<file path="src/rtl/rename_reg_file_if.sv">
// Issue/lookup/commit bundle between decoder, issue stage, ROB and the rename register file.
interface rename_reg_file_if #(
   parameter int unsigned NUM_REGS = 32,
   parameter int unsigned DATA_W   = 32,
   parameter int unsigned ROB_ID_W = 4,
   parameter int unsigned NUM_RS   = 2
);
   localparam int unsigned REG_IDX_W = $clog2(NUM_REGS);

   logic                         rdy;

   logic                         id_valid;
   logic                         id_rd_valid;
   logic [REG_IDX_W-1:0]         id_rd;
   logic [ROB_ID_W-1:0]          id_rd_rob_id;
   logic [NUM_RS-1:0]            id_rs_valid;
   logic [NUM_RS*REG_IDX_W-1:0]  id_rs;

   logic                         lk_valid;
   logic [NUM_RS-1:0]            lk_need;
   logic [NUM_RS-1:0]            lk_ready;
   logic [NUM_RS*DATA_W-1:0]     lk_value;
   logic [NUM_RS*ROB_ID_W-1:0]   lk_rob_id;

   logic                         cm_valid;
   logic [REG_IDX_W-1:0]         cm_rd;
   logic [ROB_ID_W-1:0]          cm_rob_id;
   logic [DATA_W-1:0]            cm_value;

   logic                         rollback;
   logic [REG_IDX_W:0]           busy_count;

   modport master (
      output rdy, id_valid, id_rd_valid, id_rd, id_rd_rob_id, id_rs_valid, id_rs,
      output cm_valid, cm_rd, cm_rob_id, cm_value, rollback,
      input  lk_valid, lk_need, lk_ready, lk_value, lk_rob_id, busy_count
   );

   modport slave (
      input  rdy, id_valid, id_rd_valid, id_rd, id_rd_rob_id, id_rs_valid, id_rs,
      input  cm_valid, cm_rd, cm_rob_id, cm_value, rollback,
      output lk_valid, lk_need, lk_ready, lk_value, lk_rob_id, busy_count
   );
endinterface

</file>
<file path="src/rtl/rename_reg_file.sv">
// Architectural register file with per-register busy bit + ROB tag and a registered lookup stage.
// Optional feature: define RENAME_RF_COMMIT_BYPASS_EN to forward same-cycle commits to lookups.
module rename_reg_file #(
   parameter int unsigned NUM_REGS = 32,
   parameter int unsigned DATA_W   = 32,
   parameter int unsigned ROB_ID_W = 4,
   parameter int unsigned NUM_RS   = 2
) (
   input logic                  i_clk,
   input logic                  i_rst_n,
   rename_reg_file_if.slave     io_bus
);
   localparam int unsigned REG_IDX_W = $clog2(NUM_REGS);
   localparam int unsigned CNT_W     = REG_IDX_W + 1;

   // Interface unpacking
   logic                         w_rdy;
   logic                         w_id_valid;
   logic                         w_id_rd_valid;
   logic [REG_IDX_W-1:0]         w_id_rd;
   logic [ROB_ID_W-1:0]          w_id_rd_rob_id;
   logic [NUM_RS-1:0]            w_id_rs_valid;
   logic [NUM_RS*REG_IDX_W-1:0]  w_id_rs;
   logic                         w_cm_valid;
   logic [REG_IDX_W-1:0]         w_cm_rd;
   logic [ROB_ID_W-1:0]          w_cm_rob_id;
   logic [DATA_W-1:0]            w_cm_value;
   logic                         w_rollback_in;

   assign w_rdy          = io_bus.rdy;
   assign w_id_valid     = io_bus.id_valid;
   assign w_id_rd_valid  = io_bus.id_rd_valid;
   assign w_id_rd        = io_bus.id_rd;
   assign w_id_rd_rob_id = io_bus.id_rd_rob_id;
   assign w_id_rs_valid  = io_bus.id_rs_valid;
   assign w_id_rs        = io_bus.id_rs;
   assign w_cm_valid     = io_bus.cm_valid;
   assign w_cm_rd        = io_bus.cm_rd;
   assign w_cm_rob_id    = io_bus.cm_rob_id;
   assign w_cm_value     = io_bus.cm_value;
   assign w_rollback_in  = io_bus.rollback;

   // Architectural and rename state
   logic [DATA_W-1:0]    r_regs [NUM_REGS];
   logic [ROB_ID_W-1:0]  r_tag  [NUM_REGS];
   logic [NUM_REGS-1:0]  r_busy;
   logic [NUM_REGS-1:0]  w_busy_d;
   logic [CNT_W-1:0]     w_busy_cnt;

   // Registered lookup outputs
   logic                         r_lk_valid;
   logic [NUM_RS-1:0]            r_lk_need;
   logic [NUM_RS-1:0]            r_lk_ready;
   logic [NUM_RS*DATA_W-1:0]     r_lk_value;
   logic [NUM_RS*ROB_ID_W-1:0]   r_lk_rob_id;
   logic [CNT_W-1:0]             r_busy_count;

   logic [NUM_RS-1:0]            w_lk_ready_d;
   logic [NUM_RS*DATA_W-1:0]     w_lk_value_d;
   logic [NUM_RS*ROB_ID_W-1:0]   w_lk_rob_id_d;

   // Qualified events; rollback squashes the same cycle's issue and lookup but not its commit
   logic w_rollback;
   logic w_issue;
   logic w_commit;
   logic w_clear;
   logic w_lookup;

   assign w_rollback = w_rdy & w_rollback_in;
   assign w_issue    = w_rdy & w_id_valid & w_id_rd_valid & (w_id_rd != '0) & ~w_rollback_in;
   assign w_commit   = w_rdy & w_cm_valid & (w_cm_rd != '0);
   assign w_clear    = w_commit & (r_tag[w_cm_rd] == w_cm_rob_id);
   assign w_lookup   = w_rdy & w_id_valid & ~w_rollback_in;

   // Issue is applied after the clear so a same-rd issue keeps the register renamed
   always_comb begin
      w_busy_d = r_busy;
      if (w_rollback) begin
         w_busy_d = '0;
      end else begin
         if (w_clear) begin
            w_busy_d[w_cm_rd] = 1'b0;
         end
         if (w_issue) begin
            w_busy_d[w_id_rd] = 1'b1;
         end
      end
   end

   always_comb begin
      w_busy_cnt = '0;
      for (int i = 0; i < NUM_REGS; i++) begin
         w_busy_cnt = w_busy_cnt + CNT_W'(w_busy_d[i]);
      end
   end

   // Per-port operand resolution from pre-edge state
   for (genvar p = 0; p < NUM_RS; p++) begin : g_port
      logic [REG_IDX_W-1:0] w_src;
      logic                 w_need;
      logic                 w_src_busy;
      logic [ROB_ID_W-1:0]  w_src_tag;
      logic                 w_is_x0;
      logic                 w_byp;
      logic                 w_ready;

      assign w_src      = w_id_rs[p*REG_IDX_W +: REG_IDX_W];
      assign w_need     = w_id_rs_valid[p];
      assign w_src_busy = r_busy[w_src];
      assign w_src_tag  = r_tag[w_src];
      assign w_is_x0    = (w_src == '0);

`ifdef RENAME_RF_COMMIT_BYPASS_EN
      assign w_byp = w_commit & (w_cm_rd == w_src) & (~w_src_busy | (w_src_tag == w_cm_rob_id));
`else
      assign w_byp = 1'b0;
`endif

      assign w_ready = w_need & (w_is_x0 | w_byp | ~w_src_busy);

      assign w_lk_ready_d[p] = w_ready;

      assign w_lk_value_d[p*DATA_W +: DATA_W] =
         (!w_need || w_is_x0) ? '0         :
         w_byp                ? w_cm_value :
         w_src_busy           ? '0         : r_regs[w_src];

      assign w_lk_rob_id_d[p*ROB_ID_W +: ROB_ID_W] = (w_need && !w_ready) ? w_src_tag : '0;
   end

   always_ff @(posedge i_clk or negedge i_rst_n) begin
      if (!i_rst_n) begin
         for (int i = 0; i < NUM_REGS; i++) begin
            r_regs[i] <= '0;
            r_tag[i]  <= '0;
         end
         r_busy <= '0;
      end else if (w_rdy) begin
         r_busy <= w_busy_d;
         if (w_commit) begin
            r_regs[w_cm_rd] <= w_cm_value;
         end
         if (w_issue) begin
            r_tag[w_id_rd] <= w_id_rd_rob_id;
         end
      end
   end

   // lk_* data holds between lookups; lk_valid is a single-cycle pulse
   always_ff @(posedge i_clk or negedge i_rst_n) begin
      if (!i_rst_n) begin
         r_lk_valid   <= 1'b0;
         r_lk_need    <= '0;
         r_lk_ready   <= '0;
         r_lk_value   <= '0;
         r_lk_rob_id  <= '0;
         r_busy_count <= '0;
      end else if (w_rdy) begin
         r_lk_valid   <= w_lookup;
         r_busy_count <= w_busy_cnt;
         if (w_lookup) begin
            r_lk_need   <= w_id_rs_valid;
            r_lk_ready  <= w_lk_ready_d;
            r_lk_value  <= w_lk_value_d;
            r_lk_rob_id <= w_lk_rob_id_d;
         end
      end
   end

   assign io_bus.lk_valid   = r_lk_valid;
   assign io_bus.lk_need    = r_lk_need;
   assign io_bus.lk_ready   = r_lk_ready;
   assign io_bus.lk_value   = r_lk_value;
   assign io_bus.lk_rob_id  = r_lk_rob_id;
   assign io_bus.busy_count = r_busy_count;

endmodule

</file>
<file path="src/flat_wrapper.sv">
// flat-port wrapper written by rule: the top's interface ports become plain ports
module rename_reg_file_flat 
#(
   parameter int unsigned NUM_REGS = 32,
   parameter int unsigned DATA_W   = 32,
   parameter int unsigned ROB_ID_W = 4,
   parameter int unsigned NUM_RS   = 2
)
  (i_clk, i_rst_n, io_bus_rdy, io_bus_id_valid, io_bus_id_rd_valid, io_bus_id_rd, io_bus_id_rd_rob_id, io_bus_id_rs_valid, io_bus_id_rs, io_bus_cm_valid, io_bus_cm_rd, io_bus_cm_rob_id, io_bus_cm_value, io_bus_rollback, io_bus_lk_valid, io_bus_lk_need, io_bus_lk_ready, io_bus_lk_value, io_bus_lk_rob_id, io_bus_busy_count);
  rename_reg_file_if #(.NUM_REGS(NUM_REGS), .DATA_W(DATA_W), .ROB_ID_W(ROB_ID_W), .NUM_RS(NUM_RS)) io_bus_i ();
  input logic i_clk;
  input logic i_rst_n;
  input wire logic [$bits(io_bus_i.rdy)-1:0] io_bus_rdy;
  input wire logic [$bits(io_bus_i.id_valid)-1:0] io_bus_id_valid;
  input wire logic [$bits(io_bus_i.id_rd_valid)-1:0] io_bus_id_rd_valid;
  input wire logic [$bits(io_bus_i.id_rd)-1:0] io_bus_id_rd;
  input wire logic [$bits(io_bus_i.id_rd_rob_id)-1:0] io_bus_id_rd_rob_id;
  input wire logic [$bits(io_bus_i.id_rs_valid)-1:0] io_bus_id_rs_valid;
  input wire logic [$bits(io_bus_i.id_rs)-1:0] io_bus_id_rs;
  input wire logic [$bits(io_bus_i.cm_valid)-1:0] io_bus_cm_valid;
  input wire logic [$bits(io_bus_i.cm_rd)-1:0] io_bus_cm_rd;
  input wire logic [$bits(io_bus_i.cm_rob_id)-1:0] io_bus_cm_rob_id;
  input wire logic [$bits(io_bus_i.cm_value)-1:0] io_bus_cm_value;
  input wire logic [$bits(io_bus_i.rollback)-1:0] io_bus_rollback;
  output wire logic [$bits(io_bus_i.lk_valid)-1:0] io_bus_lk_valid;
  output wire logic [$bits(io_bus_i.lk_need)-1:0] io_bus_lk_need;
  output wire logic [$bits(io_bus_i.lk_ready)-1:0] io_bus_lk_ready;
  output wire logic [$bits(io_bus_i.lk_value)-1:0] io_bus_lk_value;
  output wire logic [$bits(io_bus_i.lk_rob_id)-1:0] io_bus_lk_rob_id;
  output wire logic [$bits(io_bus_i.busy_count)-1:0] io_bus_busy_count;
  assign io_bus_i.rdy = io_bus_rdy;
  assign io_bus_i.id_valid = io_bus_id_valid;
  assign io_bus_i.id_rd_valid = io_bus_id_rd_valid;
  assign io_bus_i.id_rd = io_bus_id_rd;
  assign io_bus_i.id_rd_rob_id = io_bus_id_rd_rob_id;
  assign io_bus_i.id_rs_valid = io_bus_id_rs_valid;
  assign io_bus_i.id_rs = io_bus_id_rs;
  assign io_bus_i.cm_valid = io_bus_cm_valid;
  assign io_bus_i.cm_rd = io_bus_cm_rd;
  assign io_bus_i.cm_rob_id = io_bus_cm_rob_id;
  assign io_bus_i.cm_value = io_bus_cm_value;
  assign io_bus_i.rollback = io_bus_rollback;
  assign io_bus_lk_valid = io_bus_i.lk_valid;
  assign io_bus_lk_need = io_bus_i.lk_need;
  assign io_bus_lk_ready = io_bus_i.lk_ready;
  assign io_bus_lk_value = io_bus_i.lk_value;
  assign io_bus_lk_rob_id = io_bus_i.lk_rob_id;
  assign io_bus_busy_count = io_bus_i.busy_count;
  rename_reg_file #(.NUM_REGS(NUM_REGS), .DATA_W(DATA_W), .ROB_ID_W(ROB_ID_W), .NUM_RS(NUM_RS)) u_core (.i_clk(i_clk), .i_rst_n(i_rst_n), .io_bus(io_bus_i));
endmodule
</file>
<file path="config.mk">
export PLATFORM = sky130hd
export DESIGN_NAME = rename_reg_file_flat
export DESIGN_NICKNAME = d
export VERILOG_FILES = /design/src/rtl/rename_reg_file_if.sv /design/src/rtl/rename_reg_file.sv /design/src/flat_wrapper.sv
export SDC_FILE = /design/constraint.sdc
export NUM_CORES = 2
export LEC_CHECK = 0
export ABC_AREA = 1
export BUFFER_PORTS_ARGS = -buffer_cell sky130_fd_sc_hd__buf_2
export CAP_MARGIN = 40
export CELL_PAD_IN_SITES_DETAIL_PLACEMENT = 0
export CELL_PAD_IN_SITES_GLOBAL_PLACEMENT = 1
export CORE_ASPECT_RATIO = 1.5
export CORE_MARGIN = 8
export CORE_UTILIZATION = 52
export CTS_BUF_LIST = sky130_fd_sc_hd__clkbuf_8
export DETAILED_ROUTE_END_ITERATION = 12
export PLACE_DENSITY = 0.9
export SYNTH_ARGS = -nofsm -noshare
export SYNTH_HDL_FRONTEND = slang
export SYNTH_SLANG_ARGS = --single-unit
</file>
<file path="constraint.sdc">
create_clock -name i_clk -period 12.8 [get_ports i_clk]
set_input_delay 1.92 -clock i_clk [delete_from_list [all_inputs] [get_ports i_clk]]
set_output_delay 1.92 -clock i_clk [all_outputs]
set_load 0.01 [all_outputs]
</file>
; Word-level counts from Yosys, hierarchy flattened
; Index checks and enable logic that the tools add are counted.
[word_totals]
out_inout_bits = 83
in_bits = 69
wordCells = 196
ff_bits = 1267
[op_classes]
bitwise = 23
reduce_logical = 19
n_addsub = 31
eq_ne = 1
mux = 39
magnitude_cmp = 12
[op_table]
columns = op, count
row1 = $bwmux 1024, 1
row2 = $mux 32, 13
row3 = $bmux 32 s5, 2
row4 = $add 6x1->6, 30
row5 = $demux 32 s5, 1
row6 = $bwmux 128, 1
row7 = $bmux 4 s5, 3
row8 = $mux 4, 9
row9 = $and 32x32->32, 1
row10 = $not 32->32, 1
row11 = $or 32x32->32, 1
row12 = $ge 6x6->1 const B, 4
row13 = $lt 5x6->1 const B, 4
row14 = $not 5->6, 4
row15 = $demux 4 s5, 1
row16 = $lt 6x1->1 const B, 2
row17 = $and 1x1->1, 11
row18 = $bmux 1 s5, 2
row19 = $demux 1 s5, 2
row20 = $ge 5x1->1 const B, 2
row21 = $logic_not 5->1, 2
row22 = $reduce_bool 5->1, 2
row23 = $logic_and 1x1->1, 6
row24 = $reduce_and 2->1, 3
row25 = 7 further kinds, 17

; Depth between registers and ports, before layout
[logic_depth]
word_depth = 42
ltp_mapped = 37
ltp_nobuf = 35

; Worst setup path before layout
; Ideal clock, no wire load.
[synth_path]
path_kind = input port to flip-flop
start = input io_bus_cm_rd[1]
end = register u_core.r_busy_count[4] (netlist: u_core.io_bus.busy_count[4])
t_arrival_ns = 7.746
n_path_buf = 3
path_stages = 32
required_time_ns = 12.672
setup_time_ns = 0.128
slack_ns = 4.926
cell_sequence = buf_2 -> inv_2 -> nor2_2 -> buf_2 -> nand2_1 -> nand4_1 -> nand2_1 -> nand2_1 -> nor2_1 -> nand3_1 -> nand2_1 -> nor2_2 -> buf_4 -> nand4_1 -> nand2_1 -> a21oi_1 -> ha_1 -> inv_1 -> fa_1 -> fa_1 -> fa_1 -> fa_1 -> fa_1 -> fa_1 -> fa_1 -> fa_1 -> inv_1 -> a21oi_1 -> o21bai_1 -> nor2_1 -> a21oi_1 -> o21ai_0
[synth_between]
elab_chain_cells = 42
word_cells_on_any_way = 51
classes_between = 31 x add/sub / 2 x order compare / 1 x eq/ne / 9 x mux / 6 x bitwise / 2 x reduce/logical
[synth_rtl]
columns = element, line
row1 = start: declaration, flat_wrapper.sv:21  ; input wire logic [$bits(io_bus_i.cm_rd)-1:0] io_bus_cm_rd;
row2 = "$not 5->6 (implied by the code), or another cell as far along", rename_reg_file.sv:72  ; assign w_clear = w_commit & (r_tag[w_cm_rd] == w_cm_rob_id);
row3 = $bmux 4 s5 / $logic_and 1x1->1 (equally long branches), "rename_reg_file.sv:72, rename_reg_file.sv:82"
row4 = $mux 4 (implied by the code) / $mux 1 (equally long branches), "rename_reg_file.sv:72, rename_reg_file.sv:82"
row5 = $mux 4 (implied by the code) / $demux 1 s5 (equally long branches), -
row6 = $eq 4x4->1 / $not 32->32 (equally long branches), -
row7 = $and 1x1->1 / $and 32x32->32 (equally long branches), -
row8 = $mux 32 *, rename_reg_file.sv:81  ; if (w_clear) begin
row9 = $mux 32 *, rename_reg_file.sv:78  ; if (w_rollback) begin
row10 = $or 32x32->32 (no source line), -
row11 = $mux 32 *, rename_reg_file.sv:84  ; if (w_issue) begin
row12 = $mux 32 *, rename_reg_file.sv:78
row13 = via u_core.w_busy_d[1], rename_reg_file.sv:47  ; logic [NUM_REGS-1:0] w_busy_d;
row14 = $add 1x1->2 *, rename_reg_file.sv:93  ; w_busy_cnt = w_busy_cnt + CNT_W'(w_busy_d[i]);
row15 = $add 6x1->6 * (30 in series), rename_reg_file.sv:93
row16 = end signal: assignment, rename_reg_file.sv:160  ; r_busy_count <= w_busy_cnt;
row17 = end: declaration, rename_reg_file.sv:56  ; logic [CNT_W-1:0] r_busy_count;
; Mark *: on every way through the listed nets, which the timed path passes. The rest lies on a longest branch. The select of a mux whose other input is x is not followed.
; A chain may end at the register's enable or synchronous reset.

; Final worst setup path
[layout_path]
start = input io_bus_cm_rd[1]
end = register u_core.r_busy_count[4] (netlist: u_core.io_bus.busy_count[4])
[layout_between]
word_cells_on_any_way = 51
classes_between = 31 x add/sub / 2 x order compare / 1 x eq/ne / 9 x mux / 6 x bitwise / 2 x reduce/logical
[layout_rtl]
columns = element, line
row1 = "$not 5->6 (implied by the code), or another cell as far along", rename_reg_file.sv:72
row2 = $bmux 4 s5 / $logic_and 1x1->1 (equally long branches), "rename_reg_file.sv:72, rename_reg_file.sv:82"
row3 = $mux 4 (implied by the code) / $mux 1 (equally long branches), "rename_reg_file.sv:72, rename_reg_file.sv:82"
row4 = $mux 4 (implied by the code) / $demux 1 s5 (equally long branches), -
row5 = $eq 4x4->1 / $not 32->32 (equally long branches), -
row6 = $and 1x1->1 / $and 32x32->32 (equally long branches), -
row7 = $mux 32 *, rename_reg_file.sv:81
row8 = $mux 32 *, rename_reg_file.sv:78
row9 = $or 32x32->32 (no source line), -
row10 = $mux 32 *, rename_reg_file.sv:84
row11 = $mux 32 *, rename_reg_file.sv:78
row12 = via u_core.w_busy_d[24], rename_reg_file.sv:47
row13 = $add 6x1->6 * (8 in series), rename_reg_file.sv:93
; Marked as above.

==> flow_metrics.py <==
metrics = {
    "global_route": {
        "grt_max_degree": 255,
        "first_global_vias": 64733,
        "antenna_found_initial": 12,
        "grt_first_pass_wirelength_um": 410000,
        "overflow": 0,
        "grt.total_usage_pct": 37.1,
    },
    "critical_path": {
        "arrival_ns": 10.11,
        "start_kind": "input pin",
        "crit_path_frequent_cell": "fa_1",
        "worstPathRequired_ns": 13.61,
        "cp-end-kind": "flop",
        "slowest_stage": "nor2_2",
        "setup.worst_path.class": "in2reg",
        "max_stage_delay_ns": 0.77,
        "path_max_fanout": 35,
    },
    "finish": {
        "final_util_pct": 56.7,
        "layout-drive-gt1-share_pct": 7.49,
        "final_cells": 10802,
        "area_growth_pct": 8.88,
        "stdcell_area_mm2": 0.0752,
        "finalNetCount": 9003,
    },
    "yosys": {
        "syn_area_mm2": 0.0690,
        "synthCells": 9277,
        "yosys.area.top_type_share_pct": 45.9,
        "synth.most_common_cell": "o21ai_0",
        "ys_async_sr_fraction_pct": 100,
        "synth_common_cells": "o21ai_0 (2290), nand2_1 (1948), dfrtp_1 (1267), a21oi_1 (816), nand3_1 (719)",
        "syn_avg_cell_area_um2": 7.44,
        "ys_ff_latch": 1267,
        "synth_nets": 9378,
        "synth_cell_types": 37,
        "synth_flop_cell": "dfrtp_1",
        "synth_edf_count": 0,
        "yosys.area.top_type": "dfrtp_1",
        "yosysWarnings": 0,
        "synth.area.top_cells": "dfrtp_1 (46%), o21ai_0 (17%), nand2_1 (11%), a21oi_1 (5.9%), nand3_1 (5.2%)",
        "ys_seq_area_share_pct": 45.9,
    },
    "sta": {
        "setup_tns_ns": 0,
        "tightest_slew_ns": 1.19,
        "fin_crit_ns": 9.29,
        "fin_skew_ns": 0.0575,
        "finalCritPeriodShare_pct": 72.6,
        "grt_setup_unrepaired": "no",
        "fmax_mhz": 108,
        "finalSetupViolCount": 0,
        "slew_violations": 0,
        "max-slew-margin-rel_pct": 20.6,
        "final-hold-violation-count": 0,
    },
    "job": {
        "maxCapViolations": 0,
    },
    "clock_network": {
        "cts_tree": "built",
        "clock_latency_ns": 0.95,
        "cts-hold-fix-buffers": 0,
        "cts_setup_buffers": 0,
        "path_clk_slew_ns": 0.07,
        "ctsResizeCount": 0,
        "cts_htree_levels": 4,
        "clockRootBuffer": "clkbuf_8",
        "cts.sinks": 1267,
        "cts_buffers": 196,
        "cts_buffer_depth": 3,
    },
    "pwr": {
        "p_total_uw": 10100,
        "peakVddDrop_mv": 0.115,
        "pwr_density_cell_mw_per_mm2": 134,
        "power.leakage_uw": 0.0337,
    },
    "detailed_routing": {
        "wl_per_cell_um": 25.5,
        "drc_errors": 0,
        "drt_first_iter_violations": 9610,
        "drtPass1Iterations": 9,
        "routed_wl_um": 276000,
        "num_vias": 68455,
        "antenna_left": 0,
        "avgViaCountPerCell": 6.34,
    },
    "placed_design": {
        "numPortBuffers": 151,
        "place_congestion": 0.954,
        "placed_cells": 10447,
        "post-dp-hpwl_um": 159000,
        "place_area_mm2": 0.0710,
    },
    "min_path": {
        "hold_path.class": "reg2reg",
    },
    "floorplan": {
        "core_region_area_mm2": 0.133,
        "initial_core_util_pct": 52.1,
        "num_rows": 164,
        "fp.dieH_um": 462,
        "die_w_um": 314,
        "die-area_mm2": 0.145,
        "ios": 152,
    },
    "status": {
        "status": "complete, no violations",
    },
}
## path summary, 6_finish.rpt
path                                                    start                                      end  slack [ns]  depth (start not counted)
worst max-delay path                          io_bus_cm_rd[1]  u_core.io_bus.busy_count[4]$_DFFE_PN0P_        3.51                         31
worst min-delay path            u_core.r_tag[125]$_DFFE_PN0P_            u_core.r_tag[125]$_DFFE_PN0P_        0.38                          0
worst max register to register   u_core.r_tag[27]$_DFFE_PN0P_  u_core.io_bus.busy_count[4]$_DFFE_PN0P_        5.68                         30
worst min register to register  u_core.r_tag[125]$_DFFE_PN0P_            u_core.r_tag[125]$_DFFE_PN0P_        0.38                          0
max in group asynchronous                             i_rst_n           u_core.r_regs[830]$_DFFE_PN0P_        9.49                          4
min in group asynchronous                             i_rst_n           u_core.r_regs[465]$_DFFE_PN0P_        0.98                          1
## registers in the layout, indices dropped and copies added, names as in the netlist
signal and flops:
u_core.io_bus.busy_count 6, u_core.io_bus.lk_need 2, u_core.io_bus.lk_ready 2, u_core.io_bus.lk_rob_id 8, u_core.io_bus.lk_valid 1, u_core.io_bus.lk_value 64
u_core.r_busy 32, u_core.r_regs 1024, u_core.r_tag 128
## critical path, delay by kind of cell
kind,cells,cell delay [ns]
adders and majority gates,8,3.92
and+or+nand+nor,12,2.22
buffers and inverters,6,1.46
AOI/OAI and AO/OA,5,0.54
## cell families (layout without fill, tap and decap cells)
| logic type | Yosys count | in the layout | synth area share [%] |
|---|---|---|---|
| AOI/OAI and AO/OA | 3476 | 3476 | 26.7 |
| and+or+nand+nor | 3054 | 3054 | 18.2 |
| buffers and inverters | 1446 | 1219 | 8.31 |
| DFF | 1267 | 1267 | 45.9 |
| adders and majority gates | 32 | 32 | 0.841 |
| xor gates and xnor gates | 2 | 2 | 0.0254 |
| other | 0 | 9 | 0 |
## through the flow
step	setup WS, ns	hold slack, ns
final	3.51	0.382
after detailed placement	2.66	0.368
after global routing	3.19	0.391
after floorplan	4.93	0.429
after global placement	2.72	0.366
after CTS	3.64	0.382
## power breakdown
part	switching, uW	internal, uW	leakage [uW]
clock	1720	1970	0.00234
sequential	310	4460	0.0170
combinational	1120	526	0.0143
## layout by cell type, fill, tap and decap left out, types with 6 or more instances in the layout
| master | instances |
|---|---|
| a221oi_1 | 9 |
| diode_2 | 9 |
| o22ai_1 | 8 |
| buf_16 | 42 |
| nand3_2 | 10 |
| a21oi_1 | 816 |
| ha_1 | 8 |
| clkinv_2 | 31 |
| o21ai_0 | 2290 |
| inv_2 | 6 |
| nand2_1 | 1915 |
| inv_1 | 588 |
| nor3_1 | 17 |
| o221ai_1 | 81 |
| nand4_1 | 45 |
| dfrtp_1 | 1267 |
| buf_12 | 17 |
| clkbuf_8 | 251 |
| o211ai_1 | 249 |
| bufinv_16 | 11 |
| buf_2 | 142 |
| nor2_1 | 308 |
| nand2_4 | 31 |
| o21ai_1 | 7 |
| nand3_1 | 719 |
| buf_4 | 108 |
| fa_1 | 24 |
## layer usage
metal	routed length [um]	GRT usage, %	part of all wire [%]
met1	104000	47.2	38
met2	123000	57.4	44
met3	30500	8.72	11
met4	19300	23.3	7.0
met5	75	0	0.027
## layout make-up
type / count / area, um2
tap: 1743 / 2180
inverter: 557 / 2130
multi-input combinational: 6564 / 31800
clock buffer: 249 / 3430
clock inverter: 97 / 744
fill: 12629 / 57400
antenna: 9 / 22.5
timing repair buffer: 316 / 3120
sequential: 1267 / 31700
(Power assumes the default switching activity.)
